[config.mk]
export PLATFORM = sky130hd
export DESIGN_NAME = hazard_ctrl_flat
export DESIGN_NICKNAME = d
export VERILOG_FILES = /design/src/rtl/hazard_ctrl_pkg.sv /design/src/rtl/hazard_ctrl_if.sv /design/src/rtl/hazard_ctrl_lu_detect.sv /design/src/rtl/hazard_ctrl.sv /design/src/flat_wrapper.sv
export SDC_FILE = /design/constraint.sdc
export NUM_CORES = 1
export LEC_CHECK = 0
export CAP_MARGIN = 20
export CORE_ASPECT_RATIO = 0.7
export CORE_UTILIZATION = 38
export DETAILED_ROUTE_END_ITERATION = 8
export HOLD_SLACK_MARGIN = 0.15
export PLACE_DENSITY = 0.79
export SLEW_MARGIN = 20
export SYNTH_ARGS = -nofsm -noshare
export SYNTH_HDL_FRONTEND = slang
export SYNTH_HIERARCHICAL = 1
export SYNTH_SLANG_ARGS = --single-unit
[constraint.sdc]
create_clock -name clk -period 2.95 [get_ports clk]
set_clock_uncertainty 0.1 [all_clocks]
set_input_delay 0.59 -clock clk [delete_from_list [all_inputs] [get_ports clk]]
set_output_delay 0.59 -clock clk [all_outputs]
set_load 0.01 [all_outputs]
[src/rtl/hazard_ctrl_pkg.sv]
// Shared constants and types for the pipeline hazard controller.
// Holds the memory-op and register-field encodings used by the pipeline,
// the stall FSM state encoding, and small decode helpers.
package hazard_ctrl_pkg;

  localparam logic [1:0] MEMOP_LOAD  = 2'b01;
  localparam logic [1:0] MEMOP_STORE = 2'b10;
  localparam logic [1:0] MEMOP_NONE  = 2'b11;
  localparam logic [3:0] REG_NONE    = 4'b1111;

  typedef enum logic [1:0] {
    ST_RUN      = 2'b00,
    ST_LU_STALL = 2'b01,
    ST_SH_STALL = 2'b10
  } state_e;

  // True for an operation that actually touches data memory.
  function automatic logic is_mem_access(input logic [1:0] op);
    return (op == MEMOP_LOAD) || (op == MEMOP_STORE);
  endfunction

endpackage

[src/rtl/hazard_ctrl_if.sv]
// Pipeline-side bundle of the hazard controller.
// Inputs : ID source regs, EXE dest/mem-op/jump, MEM mem-op/address.
// Outputs: PC/IF-ID hold and clear, ID/EXE bubble, stall-cycle counter.
// master = pipeline (drives hazard inputs), slave = hazard_ctrl.
interface hazard_ctrl_if;
  logic [3:0]  id_rreg1;
  logic [3:0]  id_rreg2;
  logic [3:0]  exe_wreg;
  logic [1:0]  exe_controlmem;
  logic        exe_jump_taken;
  logic [1:0]  mem_controlmem;
  logic [15:0] mem_addr;
  logic        pc_hold;
  logic        ifid_hold;
  logic        ifid_clear;
  logic        idClear;
  logic [15:0] stall_cnt;

  modport master (
    output id_rreg1, id_rreg2, exe_wreg, exe_controlmem, exe_jump_taken,
           mem_controlmem, mem_addr,
    input  pc_hold, ifid_hold, ifid_clear, idClear, stall_cnt
  );

  modport slave (
    input  id_rreg1, id_rreg2, exe_wreg, exe_controlmem, exe_jump_taken,
           mem_controlmem, mem_addr,
    output pc_hold, ifid_hold, ifid_clear, idClear, stall_cnt
  );
endinterface

[src/rtl/hazard_ctrl_lu_detect.sv]
// lu_detect: purely combinational load-use comparator.
// Flags when the instruction in EXE is a load whose destination is read by
// either source operand of the instruction in ID. The all-ones register
// code means "no register" and never matches.
// Ports: rreg1_i/rreg2_i (ID sources), wreg_i (EXE dest),
//        controlmem_i (EXE mem op), lu_o (load-use hazard).
module lu_detect
  import hazard_ctrl_pkg::*;
(
  input  logic [3:0] rreg1_i,
  input  logic [3:0] rreg2_i,
  input  logic [3:0] wreg_i,
  input  logic [1:0] controlmem_i,
  output logic       lu_o
);

  logic hit1;
  logic hit2;

  always_comb begin
    hit1 = (rreg1_i == wreg_i) && (rreg1_i != REG_NONE);
    hit2 = (rreg2_i == wreg_i) && (rreg2_i != REG_NONE);
    lu_o = (controlmem_i == MEMOP_LOAD) && (wreg_i != REG_NONE) && (hit1 || hit2);
  end

endmodule

[src/rtl/hazard_ctrl.sv]
// hazard_ctrl: pipeline hazard controller for the 5-stage 16-bit core.
// Detects load-use hazards, taken jumps resolved in EXE and structural
// conflicts when a MEM-stage access targets instruction RAM, and drives the
// PC / IF-ID hold/clear and ID/EXE bubble controls. Multi-cycle stalls are
// sequenced by a small FSM with a down-counter; stall_cnt counts every
// cycle with pc_hold asserted (wrapping).
// Ports: clk, rst (sync, active-high), bus (hazard_ctrl_if.slave).
// Priority: rst > exe_jump_taken > structural > load-use.
module hazard_ctrl
  import hazard_ctrl_pkg::*;
#(
  parameter int unsigned LOAD_STALL_CYCLES   = 1,
  parameter int unsigned STRUCT_STALL_CYCLES = 1,
  parameter logic [15:0] IM_TOP              = 16'h8000
) (
  input  logic           clk,
  input  logic           rst,
  hazard_ctrl_if.slave   bus
);

  // Counter reload values: the first stall cycle is spent in RUN, and the
  // stall state exits when the counter reads zero, hence "cycles - 2".
  localparam logic [2:0] LU_RELOAD =
    (LOAD_STALL_CYCLES > 1) ? 3'(LOAD_STALL_CYCLES - 2) : '0;
  localparam logic [2:0] SH_RELOAD =
    (STRUCT_STALL_CYCLES > 1) ? 3'(STRUCT_STALL_CYCLES - 2) : '0;

  state_e      state_q, state_d;
  logic [2:0]  cnt_q, cnt_d;
  logic [15:0] stall_cnt_q;

  logic lu;
  logic sh;
  logic pc_hold, ifid_hold, ifid_clear, id_clear;

  lu_detect u_lu_detect (
    .rreg1_i      (bus.id_rreg1),
    .rreg2_i      (bus.id_rreg2),
    .wreg_i       (bus.exe_wreg),
    .controlmem_i (bus.exe_controlmem),
    .lu_o         (lu)
  );

  assign sh = is_mem_access(bus.mem_controlmem) && (bus.mem_addr < IM_TOP);

  // Outputs are Mealy in RUN and Moore in the stall states; a taken jump
  // overrides any stall and returns to RUN. Hazards seen while stalled are
  // ignored here and picked up again once back in RUN.
  always_comb begin
    pc_hold    = 1'b0;
    ifid_hold  = 1'b0;
    ifid_clear = 1'b0;
    id_clear   = 1'b0;
    state_d    = state_q;
    cnt_d      = cnt_q;

    if (rst) begin
      ifid_clear = 1'b1;
      id_clear   = 1'b1;
      state_d    = ST_RUN;
      cnt_d      = '0;
    end else if (bus.exe_jump_taken) begin
      ifid_clear = 1'b1;
      id_clear   = 1'b1;
      state_d    = ST_RUN;
    end else begin
      unique case (state_q)
        ST_RUN: begin
          if (sh) begin
            pc_hold    = 1'b1;
            ifid_clear = 1'b1;
            if (STRUCT_STALL_CYCLES > 1) begin
              state_d = ST_SH_STALL;
              cnt_d   = SH_RELOAD;
            end
          end else if (lu) begin
            pc_hold   = 1'b1;
            ifid_hold = 1'b1;
            id_clear  = 1'b1;
            if (LOAD_STALL_CYCLES > 1) begin
              state_d = ST_LU_STALL;
              cnt_d   = LU_RELOAD;
            end
          end
        end
        ST_LU_STALL: begin
          pc_hold   = 1'b1;
          ifid_hold = 1'b1;
          id_clear  = 1'b1;
          if (cnt_q == '0) state_d = ST_RUN;
          else             cnt_d   = cnt_q - 3'd1;
        end
        ST_SH_STALL: begin
          pc_hold    = 1'b1;
          ifid_clear = 1'b1;
          if (cnt_q == '0) state_d = ST_RUN;
          else             cnt_d   = cnt_q - 3'd1;
        end
        default: begin
          state_d = ST_RUN;
          cnt_d   = '0;
        end
      endcase
    end
  end

  always_ff @(posedge clk) begin
    if (rst) begin
      state_q     <= ST_RUN;
      cnt_q       <= '0;
      stall_cnt_q <= '0;
    end else begin
      state_q <= state_d;
      cnt_q   <= cnt_d;
      if (pc_hold) stall_cnt_q <= stall_cnt_q + 16'd1;
    end
  end

  assign bus.pc_hold    = pc_hold;
  assign bus.ifid_hold  = ifid_hold;
  assign bus.ifid_clear = ifid_clear;
  assign bus.idClear    = id_clear;
  assign bus.stall_cnt  = stall_cnt_q;

endmodule

[src/flat_wrapper.sv]
// flat-port wrapper written by rule: the top's interface ports become plain ports
module hazard_ctrl_flat import hazard_ctrl_pkg::*;
#(
  parameter int unsigned LOAD_STALL_CYCLES   = 1,
  parameter int unsigned STRUCT_STALL_CYCLES = 1,
  parameter logic [15:0] IM_TOP              = 16'h8000
)
  (clk, rst, bus_id_rreg1, bus_id_rreg2, bus_exe_wreg, bus_exe_controlmem, bus_exe_jump_taken, bus_mem_controlmem, bus_mem_addr, bus_pc_hold, bus_ifid_hold, bus_ifid_clear, bus_idClear, bus_stall_cnt);
  hazard_ctrl_if bus_i ();
  input  logic clk;
  input  logic rst;
  input wire logic [$bits(bus_i.id_rreg1)-1:0] bus_id_rreg1;
  input wire logic [$bits(bus_i.id_rreg2)-1:0] bus_id_rreg2;
  input wire logic [$bits(bus_i.exe_wreg)-1:0] bus_exe_wreg;
  input wire logic [$bits(bus_i.exe_controlmem)-1:0] bus_exe_controlmem;
  input wire logic [$bits(bus_i.exe_jump_taken)-1:0] bus_exe_jump_taken;
  input wire logic [$bits(bus_i.mem_controlmem)-1:0] bus_mem_controlmem;
  input wire logic [$bits(bus_i.mem_addr)-1:0] bus_mem_addr;
  output wire logic [$bits(bus_i.pc_hold)-1:0] bus_pc_hold;
  output wire logic [$bits(bus_i.ifid_hold)-1:0] bus_ifid_hold;
  output wire logic [$bits(bus_i.ifid_clear)-1:0] bus_ifid_clear;
  output wire logic [$bits(bus_i.idClear)-1:0] bus_idClear;
  output wire logic [$bits(bus_i.stall_cnt)-1:0] bus_stall_cnt;
  assign bus_i.id_rreg1 = bus_id_rreg1;
  assign bus_i.id_rreg2 = bus_id_rreg2;
  assign bus_i.exe_wreg = bus_exe_wreg;
  assign bus_i.exe_controlmem = bus_exe_controlmem;
  assign bus_i.exe_jump_taken = bus_exe_jump_taken;
  assign bus_i.mem_controlmem = bus_mem_controlmem;
  assign bus_i.mem_addr = bus_mem_addr;
  assign bus_pc_hold = bus_i.pc_hold;
  assign bus_ifid_hold = bus_i.ifid_hold;
  assign bus_ifid_clear = bus_i.ifid_clear;
  assign bus_idClear = bus_i.idClear;
  assign bus_stall_cnt = bus_i.stall_cnt;
  hazard_ctrl #(.LOAD_STALL_CYCLES(LOAD_STALL_CYCLES), .STRUCT_STALL_CYCLES(STRUCT_STALL_CYCLES), .IM_TOP(IM_TOP)) u_core (.clk(clk), .rst(rst), .bus(bus_i));
endmodule
==> results of run 1 <==
cell usage in the layout, fill, tap and decap left out, types with 2 or more instances in the layout:
cell and n:
sky130_fd_sc_hd__a21oi_1 12, sky130_fd_sc_hd__buf_4 7, sky130_fd_sc_hd__clkbuf_8 3, sky130_fd_sc_hd__clkdlybuf4s50_1 33
sky130_fd_sc_hd__dfxtp_1 16, sky130_fd_sc_hd__dlygate4sd2_1 5, sky130_fd_sc_hd__inv_1 3, sky130_fd_sc_hd__mux2_2 4
sky130_fd_sc_hd__nand2_1 8, sky130_fd_sc_hd__nand2b_1 2, sky130_fd_sc_hd__nand3_1 7, sky130_fd_sc_hd__nand4_1 6
sky130_fd_sc_hd__nor2_1 9, sky130_fd_sc_hd__nor2b_1 6, sky130_fd_sc_hd__nor3_1 2, sky130_fd_sc_hd__o21ai_0 7
sky130_fd_sc_hd__o31ai_1 2, sky130_fd_sc_hd__or3_1 6, sky130_fd_sc_hd__or4_1 3, sky130_fd_sc_hd__xnor2_1 9
path summary, 6_finish.rpt:
path	startpoint	end	cells past startpoint
setup / recovery	bus_exe_wreg[1]	u_core/bus.stall_cnt[15]$_SDFFE_PP0P_	10
hold / removal	u_core/bus.stall_cnt[14]$_SDFFE_PP0P_	u_core/bus.stall_cnt[14]$_SDFFE_PP0P_	2
setup reg to reg	u_core/bus.stall_cnt[2]$_SDFFE_PP0P_	u_core/bus.stall_cnt[15]$_SDFFE_PP0P_	5
hold reg to reg	u_core/bus.stall_cnt[14]$_SDFFE_PP0P_	u_core/bus.stall_cnt[14]$_SDFFE_PP0P_	2
logic make-up after synthesis:
family,Yosys count
AO/OA/AOI/OAI,23
XOR/XNOR,10
adder cells (fa/ha/maj),1
buffers and inverters,8
flip-flops,16
multiplexers,6
AND/OR/NAND/NOR,59
routing by layer:
metal / vias up / global-route usage / part of all wire / wire length, µm
met5: - / 0 / 0 / 0
met4: 0 / 0.0279 / 0.0060 / 17
met2: 45 / 0.370 / 0.47 / 1350
met1: 516 / 0.267 / 0.45 / 1290
met3: 4 / 0.0438 / 0.064 / 183
li1: 534 / - / - / -
power breakdown:
group	total, µW	switching (µW)	internal (µW)
clock network	157	67.2	90.2
logic	81.3	36.2	45.2
registers	220	2.21	217
total	458	106	353
final cells by class:
| cell class | instances | area, µm² |
|---|---|---|
| repair buffers | 46 | 432 |
| well taps | 34 | 42.5 |
| clock buffers | 3 | 41.3 |
| multi-input cells | 99 | 644 |
| flip-flops and latches | 16 | 320 |
| fillers | 219 | 967 |
| inverters | 3 | 11.3 |
critical path, cell delays in order:
cell	delay [ns]
sky130_fd_sc_hd__clkdlybuf4s50_1	0.54
sky130_fd_sc_hd__xnor2_1	0.14
sky130_fd_sc_hd__nand4_1	0.15
sky130_fd_sc_hd__o22ai_2	0.24
sky130_fd_sc_hd__buf_4	0.15
sky130_fd_sc_hd__and4b_1	0.19
sky130_fd_sc_hd__a21oi_1	0.07
sky130_fd_sc_hd__nor4_2	0.37
sky130_fd_sc_hd__buf_4	0.18
sky130_fd_sc_hd__mux2_1	0.30
synthesized netlist by cell type:
| cell type | count |
|---|---|
| sky130_fd_sc_hd__inv_1 | 3 |
| sky130_fd_sc_hd__or2_0 | 1 |
| sky130_fd_sc_hd__nor2_1 | 9 |
| sky130_fd_sc_hd__nor3_1 | 2 |
| sky130_fd_sc_hd__o21ai_0 | 7 |
| sky130_fd_sc_hd__nor4bb_1 | 1 |
| sky130_fd_sc_hd__a21o_1 | 1 |
| sky130_fd_sc_hd__nand4_1 | 6 |
| sky130_fd_sc_hd__nor3b_1 | 1 |
| sky130_fd_sc_hd__or3_2 | 1 |
| sky130_fd_sc_hd__nand3_1 | 7 |
| sky130_fd_sc_hd__a21oi_1 | 12 |
| sky130_fd_sc_hd__nand2_1 | 8 |
| sky130_fd_sc_hd__mux2i_1 | 1 |
| sky130_fd_sc_hd__or3_1 | 6 |
| sky130_fd_sc_hd__and3b_1 | 1 |
| sky130_fd_sc_hd__mux2_2 | 4 |
| sky130_fd_sc_hd__ha_1 | 1 |
| sky130_fd_sc_hd__nand2b_1 | 2 |
| sky130_fd_sc_hd__o31ai_1 | 2 |
| sky130_fd_sc_hd__nor2b_1 | 6 |
| sky130_fd_sc_hd__or4_1 | 3 |
| sky130_fd_sc_hd__clkbuf_1 | 3 |
| sky130_fd_sc_hd__xor2_1 | 1 |
| sky130_fd_sc_hd__and4b_1 | 1 |
| sky130_fd_sc_hd__nand4_2 | 1 |
| sky130_fd_sc_hd__buf_2 | 2 |
| sky130_fd_sc_hd__mux2_1 | 1 |
| sky130_fd_sc_hd__and4_2 | 1 |
| sky130_fd_sc_hd__o22ai_1 | 1 |
| sky130_fd_sc_hd__nor4_1 | 2 |
| sky130_fd_sc_hd__dfxtp_1 | 16 |
| sky130_fd_sc_hd__xnor2_1 | 9 |
metrics by stage:
stage | hold slack [ns] | area (µm²) | worst slack, ns | util
CTS | 0.407 | 1490 | 0.110 | 0.606
floorplan | 0.408 | 985 | 0.688 | -
global route | 0.432 | 1490 | 0.0237 | 0.607
finish | 0.408 | 1490 | 0.0605 | 0.607
detailed placement | 0.395 | 1450 | -0.233 | 0.589
global placement | 0.381 | 1450 | -0.212 | 0.589
repair_timing:
item                                    4_1_cts  5_1_grt
endpoints found under the hold margin         0        0
buffers inserted                              0        0
endpoints found under the setup margin        3        2
resized for setup                             7        3
==> impl_metrics.ini, run 1 <==
[grt]
maximum_number_of_pins_on_one_net_before_global_route_repair = 13
grt_usage = 0.207
globalRoute.totalOverflow = 0
antenna_violations_before_repair = 0
grt_pass1_vias = 989
global_route_wire_length_before_repair_um = 4530

[cells_and_area]
post_route_cells_drive_above_1_share = 0.120
finalNonFillerCells = 201
nets = 205
largest_reg_flops = 16
layout-area-overhead-vs-synth_pct = 51.5
antennaDiodeCount = 0

[place]
dp_hpwl_um = 2190
numPlacedInstances = 198
placement.io_buffers = 39
place.gp.congestion = 0.787

[sta]
maxSlewHeadroom = 0.711
worst_margin_pin_slew_ns = 0.434
setup-tns-final_ns = 0
drv_slew = 0
fmax_ghz = 0.346
rsz0062_at_grt = false
timing.final.crit_period_ns = 2.89
report.final.hold_viol_count = 0
period_share = 0.980
finalSetupViolations = 0

[clocking]
clkTransAtPathRegs_ns = 0.06
htree_num_levels = 1
cts_sinks = 16
tritoncts = done
post_cts_hold_buffer_count = 0
clk-insertion-delay-late_ns = 0.24
cts_root_buf = sky130_fd_sc_hd__clkbuf_8
cts_buffers = 3
number_of_buffers_on_the_longest_clock_path = 2

[setup_path]
timing.setup.critical_path_class = in -> reg
setup.worst_path.start_class = input port
crit_path_max_fanout = 3
setup.worst_path.end_class = flip-flop
worstPathArrival_ns = 2.92
required_time_worst_endpoint_ns = 2.98
r2r_setup_slack_ns = 0.75

[synthesis]
synthDistinctLibCells = 33
synth_compound_gate_area_share = 0.126
synthesis.area_per_instance_um2 = 8.01
synth_top_family_by_area = simple AND/OR/NAND/NOR gates
synthMuxAreaShare = 0.0673
gate_count_post_synth = 123
yosysTopAreaCell = sky130_fd_sc_hd__dfxtp_1
simple_gate_area_share_of_the_yosys_netlist = 0.347
synth_xor_area_frac = 0.0889
synth-warning-count = 6
post_synth_fa_ha_maj_area_fraction = 0.0127
ys_ff_latch = 16
seq_area_frac_synth = 0.325
synth_nets = 159
synth_top_cells_by_area = sky130_fd_sc_hd__dfxtp_1, sky130_fd_sc_hd__xnor2_1, sky130_fd_sc_hd__a21oi_1, sky130_fd_sc_hd__mux2_2, sky130_fd_sc_hd__nand4_1
yosysTopAreaCellShare = 0.325
synthesis.area_um2 = 985

[run]
maxCapViolCount = 0

[die]
overall_die_area_um2 = 2800
die_width_um = 62.8
fp.coreArea_um2 = 2460
row_count = 15
start_util = 0.401
fp.dieH_um = 44.6
top_level_ports = 55

[power_and_ir_drop]
worst_ir_drop_vdd_mv = 0.264
report.power.total_uw = 458
cellPowerDensity_nw_per_um2 = 307
static-leakage-power_uw = 0.000524

[detailed_routing]
vias_per_cell = 5.47
iter_0_drt_violations = 77
routed-via-count = 1099
antenna_left = 0
routed_wire_length_per_instance_um = 14.1
total_routed_length_um = 2840
route.detailed.drc = 0
detail_route.first_pass.iterations = 4

[outcome]
run_status = finished, final reports clean

[hold_path]
hold_class = reg -> reg
Power figures use the tool's default switching activity.
==> run 2: changes to the inputs <==
- clock period: 2.95 -> 2.85 ns (I/O delays scaled with it)
==> impl_metrics.ini, run 2 (synthesized netlist as in run 1, its figures left out) <==
[outcome]
run_status = finished, final reports clean

[power_and_ir_drop]
cellPowerDensity_nw_per_um2 = 320
power_frac_clock = 0.354
report.power.total_uw = 477
switching_share = 0.236
power.share.combinational = 0.170
netSwitchingPower_uw = 112
worst_ir_drop_vdd_mv = 0.184
power.share.sequential = 0.476
static-leakage-power_uw = 0.000526
cellInternalPower_uw = 364

[die]
start_util = 0.401
row_count = 15
top_level_ports = 55
fp.dieH_um = 44.6
die_width_um = 62.8
fp.coreArea_um2 = 2460
overall_die_area_um2 = 2800

[place]
place.gp.congestion = 0.761
placed_cell_area_um2 = 1440
placement.io_buffers = 39
dp_hpwl_um = 2040

[hold_path]
hold_class = reg -> reg

[detailed_routing]
vias_per_cell = 5.32
route.detailed.drc = 0
detail_route.first_pass.iterations = 5
antenna_left = 0
total_routed_length_um = 2640
routed-via-count = 1069
routed_wire_length_per_instance_um = 13.1
iter_0_drt_violations = 46

[grt]
grt_usage = 0.194
antenna_violations_before_repair = 0
global_route_wire_length_before_repair_um = 4210
maximum_number_of_pins_on_one_net_before_global_route_repair = 20
grt_pass1_vias = 926
globalRoute.totalOverflow = 0

[sta]
period_share = 0.981
maxSlewHeadroom = 0.727
timing.final.crit_period_ns = 2.80
finalSetupViolations = 0
fmax_ghz = 0.358
drv_slew = 0
report.final.hold_viol_count = 0
worst_margin_pin_slew_ns = 0.410

[run]
maxCapViolCount = 0

[cells_and_area]
final_common_cell = sky130_fd_sc_hd__clkdlybuf4s50_1
commonest_cells_after_routing_fill_and_taps_aside = sky130_fd_sc_hd__clkdlybuf4s50_1, sky130_fd_sc_hd__dfxtp_1, sky130_fd_sc_hd__a21oi_1
final_core_density = 0.606
seq_area_um2 = 320
post_route_cells_drive_above_1_share = 0.120
fillers = 218
antennaDiodeCount = 0
finalInstanceArea_um2 = 1490
largest_reg_flops = 16
multiInputGateArea_um2 = 644
nets = 205
layout-area-overhead-vs-synth_pct = 51.3

[clocking]
cts_buffers = 3
htree_num_levels = 1
cts_sinks = 16
number_of_buffers_on_the_longest_clock_path = 2
clkTransAtPathRegs_ns = 0.06
cts_root_buf = sky130_fd_sc_hd__clkbuf_8
tritoncts = done
clk-insertion-delay-late_ns = 0.25

[setup_path]
timing.setup.critical_path_class = in -> reg
setup.worst_path.end_class = flip-flop
worstPathArrival_ns = 2.83
required_time_worst_endpoint_ns = 2.89
setup.worst_path.start_class = input port
crit_path_max_fanout = 2
-- run 2: cell types whose count changed in the layout (fill, tap and decap cells not counted) --
cell and delta:
sky130_fd_sc_hd__dlygate4sd2_1 +1, sky130_fd_sc_hd__clkdlybuf4s50_1 -1
-- run 2: metrics by stage --
step	hold slack, ns	setup WS [ns]	setup TNS (ns)	instances
after global placement	0.381	-0.243	-0.779	197
final	0.404	0.0540	0	201
after detailed placement	0.399	-0.325	-1.33	197
after floorplan	0.408	0.608	0	123
after global routing	0.432	-0.0148	-0.0148	201
after CTS	0.408	0.0359	0	201
-- run 2: worst max-delay path: stages --
cell	delay [ns]
sky130_fd_sc_hd__clkdlybuf4s50_1	0.48
sky130_fd_sc_hd__xnor2_1	0.14
sky130_fd_sc_hd__nand4_1	0.14
sky130_fd_sc_hd__o22ai_2	0.22
sky130_fd_sc_hd__buf_4	0.14
sky130_fd_sc_hd__buf_4	0.10
sky130_fd_sc_hd__and4b_1	0.17
sky130_fd_sc_hd__a21oi_1	0.06
sky130_fd_sc_hd__nor4_2	0.34
sky130_fd_sc_hd__buf_4	0.17
sky130_fd_sc_hd__mux2_1	0.30
-- run 2: power groups by stage --
stage | Combinational [µW] | Sequential (µW) | Clock [µW]
floorplan | 31.5 | 232 | 0
global placement | 78.6 | 232 | 0
detailed placement | 81.9 | 232 | 0
CTS | 80.6 | 227 | 174
global route | 87.6 | 227 | 184
finish | 81.2 | 227 | 169
-- run 2: final cells by class --
cell class / count / share of cell area
flip-flops and latches: 16 / 0.215
well taps: 34 / 0.0285
clock buffers: 3 / 0.0277
multi-input cells: 99 / 0.432
repair buffers: 46 / 0.289
inverters: 3 / 0.00756
-- run 2: repair_timing --
item | in CTS | in global routing
endpoints found under the setup margin | 4 | 2
setup buffers | 1 | 0
resized for setup | 8 | 3
hold buffers | 0 | 0
pin swaps | 1 | 0
-- run 2: path summary, 6_finish.rpt --
kind,depth (start not counted),end,slack (ns),start
max,11,u_core/bus.stall_cnt[15]$_SDFFE_PP0P_,0.05,bus_id_rreg2[3]
min,2,u_core/bus.stall_cnt[14]$_SDFFE_PP0P_,0.40,u_core/bus.stall_cnt[14]$_SDFFE_PP0P_
min reg2reg,2,u_core/bus.stall_cnt[14]$_SDFFE_PP0P_,0.40,u_core/bus.stall_cnt[14]$_SDFFE_PP0P_
max reg2reg,5,u_core/bus.stall_cnt[15]$_SDFFE_PP0P_,0.70,u_core/bus.stall_cnt[2]$_SDFFE_PP0P_
-- run 2: routing by layer --
layer | routed length [µm] | up-vias | track usage | share of wire
li1 | - | 537 | - | -
met1 | 1190 | 500 | 0.245 | 0.45
met2 | 1310 | 32 | 0.335 | 0.50
met3 | 138 | 0 | 0.0412 | 0.052
met4 | 0 | 0 | 0.0651 | 0
met5 | 0 | - | 0 | 0
==> run 3: changes to the inputs <==
- CELL_PAD_IN_SITES_DETAIL_PLACEMENT: default -> 1
- CELL_PAD_IN_SITES_GLOBAL_PLACEMENT: default -> 2
- CORE_UTILIZATION: 38 -> 20
- PLACE_DENSITY: 0.79 -> default
- PLACE_DENSITY_LB_ADDON: default -> 0.1
==> impl_metrics.ini, run 3 (synthesized netlist as in run 1, its figures left out) <==
[setup_path]
required_time_worst_endpoint_ns = 2.18
critical_path.max_stage_delay_ns = 0.47
timing.setup.critical_path_class = in -> out
worstPathArrival_ns = 2.07
path_buf_inv = 3
cp_top_family = buffers and inverters
setup.worst_path.end_class = output pin
timing.critical_path.cells = clkdlybuf4s50_1 > xnor2_1 > nand4_1 > o22ai_1 > buf_4 > nand2_1 > nor3_1 > dlygate4sd2_1
worst_path_max_delay_cell = sky130_fd_sc_hd__clkdlybuf4s50_1
setup.worst_path.start_class = input port
crit_path_max_fanout = 3

[detailed_routing]
vias_per_cell = 4.51
route.detailed.drc = 0
antenna_left = 0
routed_wire_length_per_instance_um = 12.6
total_routed_length_um = 2970
routed-via-count = 1060
detail_route.first_pass.iterations = 4
iter_0_drt_violations = 46

[sta]
drv_slew = 0
report.final.hold_viol_count = 0
fmax_ghz = 0.365
finalSetupViolations = 0
maxSlewHeadroom = 0.711
rsz0062_at_grt = false
worst_margin_pin_slew_ns = 0.434
pnr_worst_setup_slack_ns = 0.107
period_share = 0.963
timing.final.crit_period_ns = 2.74

[clocking]
post_cts_hold_buffer_count = 0
post-cts-setup-buffer-count = 0
clk-insertion-delay-late_ns = 0.25
cts_sinks = 16
cts_buffers = 3
number_of_buffers_on_the_longest_clock_path = 2
clkTransAtPathRegs_ns = 0.07
tritoncts = done
cts_root_buf = sky130_fd_sc_hd__clkbuf_8
htree_num_levels = 1

[cells_and_area]
finalInstanceArea_um2 = 1550
post_route_cells_drive_above_1_share = 0.118
commonest_cells_after_routing_fill_and_taps_aside = sky130_fd_sc_hd__clkdlybuf4s50_1, sky130_fd_sc_hd__dfxtp_1, sky130_fd_sc_hd__a21oi_1
fillers = 545
antennaDiodeCount = 0
layout-area-overhead-vs-synth_pct = 57.3
nets = 206
final_common_cell = sky130_fd_sc_hd__clkdlybuf4s50_1
largest_reg_flops = 16

[die]
start_util = 0.217
fp.coreArea_um2 = 4530
top_level_ports = 55
row_count = 20
fp.dieH_um = 60.7
overall_die_area_um2 = 5210
die_width_um = 85.9

[outcome]
run_status = finished, final reports clean

[power_and_ir_drop]
static-leakage-power_uw = 0.000540
worst_ir_drop_vdd_mv = 0.183
cellPowerDensity_nw_per_um2 = 330

[hold_path]
hold_class = reg -> reg

[grt]
antenna_violations_before_repair = 0
globalRoute.totalOverflow = 0
maximum_number_of_pins_on_one_net_before_global_route_repair = 20
grt_pass1_vias = 1027
grt_usage = 0.122
global_route_wire_length_before_repair_um = 4840

[place]
dp_hpwl_um = 2360
placed_cell_area_um2 = 1500
placement.io_buffers = 39
minimum_setup_slack_after_placement_ns = -0.292
place.gp.congestion = 0.764

[run]
maxCapViolCount = 0
-- run 3: cell count changes in the layout (fill, tap and decap cells not counted), sizes merged --
cell | before | now
buf | 7 | 8
dlygate4sd2 | 6 | 7
-- run 3: layer usage --
layer | vias to the layer above | wire, µm | GRT usage
li1 | 539 | - | -
met4 | 0 | 23 | 0.0357
met3 | 5 | 129 | 0.0327
met1 | 493 | 1550 | 0.171
met5 | - | 0 | 0
met2 | 23 | 1260 | 0.187
-- run 3: final timing paths --
kind	startpoint	end	slack, ns	cells after the start
max	bus_id_rreg2[3]	bus_ifid_hold	0.11	8
min	u_core/bus.stall_cnt[12]$_SDFFE_PP0P_	u_core/bus.stall_cnt[12]$_SDFFE_PP0P_	0.42	2
max reg2reg	u_core/bus.stall_cnt[2]$_SDFFE_PP0P_	u_core/bus.stall_cnt[15]$_SDFFE_PP0P_	0.70	5
min reg2reg	u_core/bus.stall_cnt[12]$_SDFFE_PP0P_	u_core/bus.stall_cnt[12]$_SDFFE_PP0P_	0.42	2
-- run 3: area by class of cell --
| class | count | area, µm² | share of cell area |
|---|---|---|---|
| sequential | 16 | 320 | 0.207 |
| multi-input combinational | 99 | 638 | 0.412 |
| inverter | 3 | 11.3 | 0.00727 |
| clock buffer | 4 | 55.1 | 0.0355 |
| tap | 66 | 82.6 | 0.0533 |
| timing repair buffer | 47 | 442 | 0.285 |
-- run 3: tightest hold or removal path, stage by stage (launching register included) --
cell and delay [ns]:
sky130_fd_sc_hd__dfxtp_1 0.34, sky130_fd_sc_hd__o31ai_1 0.07, sky130_fd_sc_hd__a21oi_1 0.06
-- run 3: report_power, final --
group | switching [µW] | leakage, µW | internal, µW
Combinational | 33.8 | 0.000382 | 45.7
Sequential | 2.24 | 0.000129 | 225
Clock | 81.6 | 0.0000288 | 123
-- run 3: repair_timing --
action | CTS | global route
endpoints found under the hold margin | 0 | 0
gates resized for setup | 7 | 1
setup endpoints to repair | 4 | 1
pin swaps | 0 | 0
-- run 3: through the flow --
| stage | cells | hold WS [ns] | total power, µW | setup TNS, ns | util |
|---|---|---|---|---|---|
| after floorplan | 123 | 0.408 | 263 | 0 | - |
| after global placement | 231 | 0.382 | 314 | -1.11 | 0.330 |
| after detailed placement | 231 | 0.408 | 316 | -1.12 | 0.330 |
| after CTS | 235 | 0.420 | 519 | 0 | 0.341 |
| after global routing | 235 | 0.451 | 534 | 0 | 0.342 |
| final | 235 | 0.417 | 511 | 0 | 0.342 |
